## config.mk

```make
export PLATFORM = sky130hd
export DESIGN_NAME = rvv_issue_ctrl
export DESIGN_NICKNAME = d
export VERILOG_FILES = /design/src/rtl/rvv_issue_ctrl.sv
export SDC_FILE = /design/constraint.sdc
export NUM_CORES = 1
export LEC_CHECK = 0
export CAP_MARGIN = 20
export CORE_MARGIN = 4
export CORE_UTILIZATION = 30
export DETAILED_ROUTE_END_ITERATION = 6
export PLACE_DENSITY = 0.66
export SYNTH_ARGS = -nofsm -noshare
export SYNTH_HDL_FRONTEND = slang
export SYNTH_SLANG_ARGS = --single-unit
```

## constraint.sdc

```tcl
create_clock -name clk_i -period 4.1 [get_ports clk_i]
set_input_delay 1.025 -clock clk_i [delete_from_list [all_inputs] [get_ports clk_i]]
set_output_delay 1.025 -clock clk_i [all_outputs]
set_load 0.01 [all_outputs]
```

## src/rtl/rvv_issue_ctrl.sv

```systemverilog
// Scalar-side vector issue/commit controller: ID allocation, registered issue channel, commit grants,
// in-order retire and flush. Optional perf counters are enabled by defining RVV_ISSUE_CTRL_PERF_EN.
module rvv_issue_ctrl #(
  parameter int IdWidth  = 3,
  parameter int Xlen     = 64,
  parameter int CtxWidth = 16
) (
  input  logic                clk_i,
  input  logic                rst_ni,
  input  logic                req_valid_i,
  output logic                req_ready_o,
  input  logic [31:0]         req_insn_i,
  input  logic [Xlen-1:0]     req_scalar_i,
  input  logic [CtxWidth-1:0] req_ctx_i,
  output logic                valid_o,
  input  logic                ready_i,
  output logic [31:0]         insn_o,
  output logic [IdWidth-1:0]  insn_id_o,
  output logic [Xlen-1:0]     scalar_reg_o,
  output logic [CtxWidth-1:0] vec_context_o,
  input  logic                nonspec_i,
  output logic                insn_can_commit_o,
  output logic [IdWidth-1:0]  insn_can_commit_id_o,
  input  logic                flush_i,
  output logic                flush_o,
  input  logic                done_i,
  input  logic [IdWidth-1:0]  done_insn_id_i,
  input  logic                illegal_insn_i,
  output logic                retire_valid_o,
  input  logic                retire_ready_i,
  output logic [IdWidth-1:0]  retire_id_o,
  output logic                retire_illegal_o
`ifdef RVV_ISSUE_CTRL_PERF_EN
  ,
  output logic [31:0]         perf_issued_o,
  output logic [31:0]         perf_stall_o
`endif
);
  localparam int Depth = 1 << IdWidth;
  localparam logic [IdWidth:0] DepthCnt = (IdWidth+1)'(Depth);

  logic [IdWidth-1:0]  alloc_ptr_q, alloc_ptr_d, grant_ptr_q, grant_ptr_d, retire_ptr_q, retire_ptr_d;
  logic [IdWidth:0]    count_q, count_d;
  logic [Depth-1:0]    valid_q, valid_d, granted_q, granted_d, done_q, done_d, illegal_q, illegal_d;
  logic                issue_vld_q, commit_q, flush_q;
  logic [31:0]         insn_q;
  logic [IdWidth-1:0]  issue_id_q, commit_id_q;
  logic [Xlen-1:0]     scalar_q;
  logic [CtxWidth-1:0] ctx_q;
  logic                accept, retire_hs, retire_ungranted, grant_fire;

  assign req_ready_o      = (count_q < DepthCnt) && (!issue_vld_q || ready_i) && !flush_i;
  assign accept           = req_valid_i && req_ready_o;
  assign retire_valid_o   = valid_q[retire_ptr_q] && done_q[retire_ptr_q] &&
                            (granted_q[retire_ptr_q] || illegal_q[retire_ptr_q]);
  assign retire_id_o      = retire_ptr_q;
  assign retire_illegal_o = illegal_q[retire_ptr_q];
  assign retire_hs        = retire_valid_o && retire_ready_i;
  // An illegal entry may retire before its grant; grant_ptr then sits on it and must skip past.
  assign retire_ungranted = retire_hs && !granted_q[retire_ptr_q];
  assign grant_fire       = nonspec_i && valid_q[grant_ptr_q] && !granted_q[grant_ptr_q] &&
                            !(issue_vld_q && (issue_id_q == grant_ptr_q)) && !retire_ungranted;

  assign valid_o              = issue_vld_q;
  assign insn_o               = insn_q;
  assign insn_id_o            = issue_id_q;
  assign scalar_reg_o         = scalar_q;
  assign vec_context_o        = ctx_q;
  assign insn_can_commit_o    = commit_q;
  assign insn_can_commit_id_o = commit_id_q;
  assign flush_o              = flush_q;

  always_comb begin
    logic [IdWidth-1:0] span;
    span         = '0;
    alloc_ptr_d  = alloc_ptr_q;
    grant_ptr_d  = grant_ptr_q;
    retire_ptr_d = retire_ptr_q;
    count_d      = count_q;
    valid_d      = valid_q;
    granted_d    = granted_q;
    done_d       = done_q;
    illegal_d    = illegal_q;
    if (done_i && valid_q[done_insn_id_i]) begin
      done_d[done_insn_id_i]    = 1'b1;
      illegal_d[done_insn_id_i] = illegal_insn_i;
    end
    if (grant_fire) begin
      granted_d[grant_ptr_q] = 1'b1;
      grant_ptr_d            = grant_ptr_q + IdWidth'(1);
    end
    if (retire_hs) begin
      valid_d[retire_ptr_q]   = 1'b0;
      granted_d[retire_ptr_q] = 1'b0;
      done_d[retire_ptr_q]    = 1'b0;
      illegal_d[retire_ptr_q] = 1'b0;
      retire_ptr_d            = retire_ptr_q + IdWidth'(1);
      if (retire_ungranted) grant_ptr_d = retire_ptr_q + IdWidth'(1);
    end
    if (flush_i) begin
      valid_d     = valid_d & granted_d;
      done_d      = done_d & granted_d;
      illegal_d   = illegal_d & granted_d;
      alloc_ptr_d = grant_ptr_d;
      span        = grant_ptr_d - retire_ptr_d;
      // Equal pointers mean either empty or a table full of granted survivors.
      count_d     = ((span == '0) && valid_d[retire_ptr_d]) ? DepthCnt : {1'b0, span};
    end else begin
      if (accept) begin
        valid_d[alloc_ptr_q]   = 1'b1;
        granted_d[alloc_ptr_q] = 1'b0;
        done_d[alloc_ptr_q]    = 1'b0;
        illegal_d[alloc_ptr_q] = 1'b0;
        alloc_ptr_d            = alloc_ptr_q + IdWidth'(1);
      end
      count_d = count_q + (IdWidth+1)'(accept) - (IdWidth+1)'(retire_hs);
    end
  end

  always_ff @(posedge clk_i or negedge rst_ni) begin
    if (!rst_ni) begin
      alloc_ptr_q  <= '0;
      grant_ptr_q  <= '0;
      retire_ptr_q <= '0;
      count_q      <= '0;
      valid_q      <= '0;
      granted_q    <= '0;
      done_q       <= '0;
      illegal_q    <= '0;
      issue_vld_q  <= 1'b0;
      insn_q       <= '0;
      issue_id_q   <= '0;
      scalar_q     <= '0;
      ctx_q        <= '0;
      commit_q     <= 1'b0;
      commit_id_q  <= '0;
      flush_q      <= 1'b0;
    end else begin
      alloc_ptr_q  <= alloc_ptr_d;
      grant_ptr_q  <= grant_ptr_d;
      retire_ptr_q <= retire_ptr_d;
      count_q      <= count_d;
      valid_q      <= valid_d;
      granted_q    <= granted_d;
      done_q       <= done_d;
      illegal_q    <= illegal_d;
      flush_q      <= flush_i;
      commit_q     <= grant_fire;
      if (grant_fire) commit_id_q <= grant_ptr_q;
      if (flush_i) begin
        issue_vld_q <= 1'b0;
      end else if (accept) begin
        issue_vld_q <= 1'b1;
        insn_q      <= req_insn_i;
        issue_id_q  <= alloc_ptr_q;
        scalar_q    <= req_scalar_i;
        ctx_q       <= req_ctx_i;
      end else if (ready_i) begin
        issue_vld_q <= 1'b0;
      end
    end
  end

`ifdef RVV_ISSUE_CTRL_PERF_EN
  logic [31:0] perf_issued_q, perf_stall_q;

  always_ff @(posedge clk_i or negedge rst_ni) begin
    if (!rst_ni) begin
      perf_issued_q <= '0;
      perf_stall_q  <= '0;
    end else begin
      if (issue_vld_q && ready_i && (perf_issued_q != '1)) perf_issued_q <= perf_issued_q + 32'd1;
      if (req_valid_i && !req_ready_o && (perf_stall_q != '1)) perf_stall_q <= perf_stall_q + 32'd1;
    end
  end

  assign perf_issued_o = perf_issued_q;
  assign perf_stall_o  = perf_stall_q;
`endif

endmodule

```

==> impl_metrics.json <==
{
  "p_leak_uw": 0.005233,
  "synth_xor_area_share_pct": 1.716,
  "hold_path.class": "register to register",
  "placedInstanceArea_mm2": 0.01047,
  "nNetsFinal": 1211,
  "status": "finished, final reports clean",
  "cap_violations": 0,
  "grt_max_degree": 90,
  "drive_gt1_share_pct": 7.431,
  "synth-simple-area-share_pct": 25.39,
  "synthToLayoutAreaGrowth_pct": 46.04,
  "wl_per_cell_um": 16.12,
  "synth_seq_area_share_pct": 54.77,
  "grt_setup_unrepaired": "false",
  "finalSetupViolCount": 0,
  "final-hold-violation-count": 0,
  "cp_data_arrival_time_ps": 4220,
  "critical_path_class": "register to register",
  "power_per_cell_area_mw_per_mm2": 613.3,
  "synth_fa_ha_area_share_pct": 1.848,
  "die_h_um": 167.0,
  "overflow": 0,
  "ys_ff_latch": 166,
  "pwr-share-comb_pct": 37.8,
  "first_iter_violations": 419,
  "antenna_found_initial": 1,
  "dp_hpwl_um": 16420,
  "die_x_um": 167.0,
  "fin_hold_ws_ps": 471.8,
  "ant_nets": 0,
  "avgViaCountPerCell": 4.624,
  "grt_usage_pct": 16.37,
  "rows": 57,
  "mostFrequentLayoutCells": "nand2_1, clkdlybuf4s50_1, dfrtp_1",
  "drcViolationCount": 0,
  "p_sw_share_pct": 35.30,
  "synth_mux_area_share_pct": 5.922,
  "finalSetupTns_ps": 0,
  "io_pins": 251,
  "initial_core_util_pct": 30.83,
  "syn_area_per_cell_um2": 9.149,
  "cts_tree": "done",
  "synth_edf_count": 0,
  "fmax_ghz": 0.2592,
  "numCtsBuffers": 17,
  "cts-root-buf": "clkbuf_16",
  "finalCritPeriodShare_pct": 94.11,
  "clkPwrFrac_pct": 23.8,
  "insertion_delay_ps": 430,
  "syn_nets": 963,
  "cts-resized-gates": 0,
  "multiInputGateArea_mm2": 0.003114,
  "ys_async_sr_fraction_pct": 100.0,
  "pwr-share-seq_pct": 38.4,
  "fin_skew_ps": 10.98,
  "core_mm2": 0.02460,
  "synth_top_family_by_area": "simple AND/OR/NAND/NOR gates",
  "min_period_ps": 3858,
  "final.fill_count": 2356,
  "syn_area_mm2": 0.007585,
  "synth-compound-area-share_pct": 6.153,
  "total_power_uw": 6793,
  "ys_warn_count": 0,
  "cts_setup_buffers": 0,
  "ir_drop_mv": 0.2774,
  "ff_latch_area_mm2": 0.004154,
  "crit_path_end_kind": "register",
  "cellInternalPower_uw": 4395,
  "crit_fanout": 13,
  "slew_violations": 0,
  "power.switching_uw": 2398,
  "grt_pass1_wl_um": 36820,
  "cts_hold_buf": 0,
  "grt_pass1_vias": 6774,
  "drt-pass1-iter-count": 5,
  "wl_um": 22800,
  "cp_data_required_time_ps": 4460,
  "cts_max_level": 4,
  "cts_sinks": 166,
  "clkTransAtPathRegs_ps": 70,
  "final_area_mm2": 0.01108,
  "dieArea_mm2": 0.02789,
  "final_common_cell": "nand2_1",
  "worst_pin_slew_ps": 957.3,
  "synth_ff_type": "dfrtp_1",
  "start_kind": "register",
  "vias": 6543,
  "synth.distinct_cells": 58,
  "syn_inst": 829,
  "gp_congestion": 0.9516,
  "relSlewSlack_pct": 36.18,
  "cts_buffer_depth": 2,
  "port_buffers": 250
}
synth_stat cells, types with 2 or more instances:
library cell,n,area share [%]
xor2_1,7,0.81
nand2_1,381,19
and2_1,7,0.58
mux4_2,7,2.1
a41oi_1,4,0.46
inv_1,28,1.4
nor2_1,29,1.4
fa_1,2,0.53
nand2b_1,4,0.33
ha_1,8,1.3
nor3_1,6,0.40
nor4_4,2,0.56
buf_1,3,0.15
o21ai_0,11,0.73
a31oi_1,6,0.49
nor2b_1,11,0.91
a221o_1,2,0.26
a21o_1,5,0.49
a221oi_1,3,0.35
a22oi_1,3,0.30
mux2i_1,21,2.8
xnor2_1,6,0.69
clkbuf_1,32,1.6
buf_6,6,0.89
mux2_2,6,0.89
buf_2,3,0.20
nand4_1,2,0.16
a311o_1,2,0.26
nor3b_1,3,0.30
nand3b_1,2,0.20
a21oi_1,14,0.92
dfrtp_1,166,55
nand3_1,12,0.79
stage by stage:
stage	setup slack (ps)	util, %	instances
floorplan	321.2	-	829
global placement	-30.85	42.55	1382
CTS	234.7	45.01	1414
finish	241.6	45.02	1415
detailed placement	-59.84	42.55	1382
global route	61.71	45.02	1415
kinds of logic (layout without fill, tap and decap cells):
group,Yosys count,after routing
muxes,35,35
AOI/OAI and AO/OA,65,65
DFF,166,166
xor gates and xnor gates,14,14
and+or+nand+nor,467,467
other,0,1
buffers and inverters,72,333
adders and majority gates,10,10
layout make-up:
| class | instances | share of cell area [%] |
|---|---|---|
| Sequential cell | 166 | 37.50 |
| Multi-Input combinational cell | 591 | 28.11 |
| Timing Repair Buffer | 273 | 24.27 |
| Clock buffer | 17 | 3.840 |
| Tap cell | 324 | 3.660 |
| Clock inverter | 15 | 1.627 |
| Inverter | 28 | 0.9601 |
| Antenna cell | 1 | 0.02259 |
state kept, by name (all words and copies together) (netlist names):
signal and cells:
scalar_reg_o 64, insn_o 32, vec_context_o 16, done_q 8, granted_q 8, illegal_q 8, valid_q 8, count_q 4
alloc_ptr_q 3, grant_ptr_q 3, insn_can_commit_id_o 3, insn_id_o 3, retire_id_o 3, flush_o 1, insn_can_commit_o 1, valid_o 1
critical path: stages, from the launching register on:
cell and delay, ps:
dfrtp_1 640, mux2_2 400, a2111o_1 410, a221o_1 330, o211ai_2 100, xnor2_1 260, ha_1 230, inv_1 50
fa_1 370, xor2_1 180, or4b_1 520, a31oi_1 170, a311o_1 140
routing by layer:
layer / vias up / routed length, um / track usage, %
met2: 237 / 10910 / 26.28
met4: 0 / 366 / 4.696
met1: 3122 / 9486 / 20.67
met5: - / 0 / 0
met3: 23 / 2042 / 6.305
li1: 3161 / - / -
power by group through the flow:
stage,Combinational [uW],Sequential (uW),Clock (uW)
6_report,2570,2610,1620
5_1_grt,2810,2700,1750
4_1_cts,2600,2610,1670
3_5_place_dp,2590,2630,0
3_3_place_gp,2570,2620,0
2_1_floorplan,954,2750,0
worst paths after layout:
path                                               from                           end  slack, ps  cells past startpoint
max in group asynchronous                        rst_ni        granted_q[3]$_DFF_PN0_       2640                      2
hold / removal             scalar_reg_o[47]$_DFFE_PN0P_  scalar_reg_o[47]$_DFFE_PN0P_        470                      2
setup reg to reg               retire_id_o[2]$_DFF_PN0_          count_q[3]$_DFF_PN0_        240                     12
setup / recovery               retire_id_o[2]$_DFF_PN0_          count_q[3]$_DFF_PN0_        240                     12
hold reg to reg            scalar_reg_o[47]$_DFFE_PN0P_  scalar_reg_o[47]$_DFFE_PN0P_        470                      2
min in group asynchronous                        rst_ni   insn_can_commit_o$_DFF_PN0_        660                      1
(Power assumes the default switching activity.)
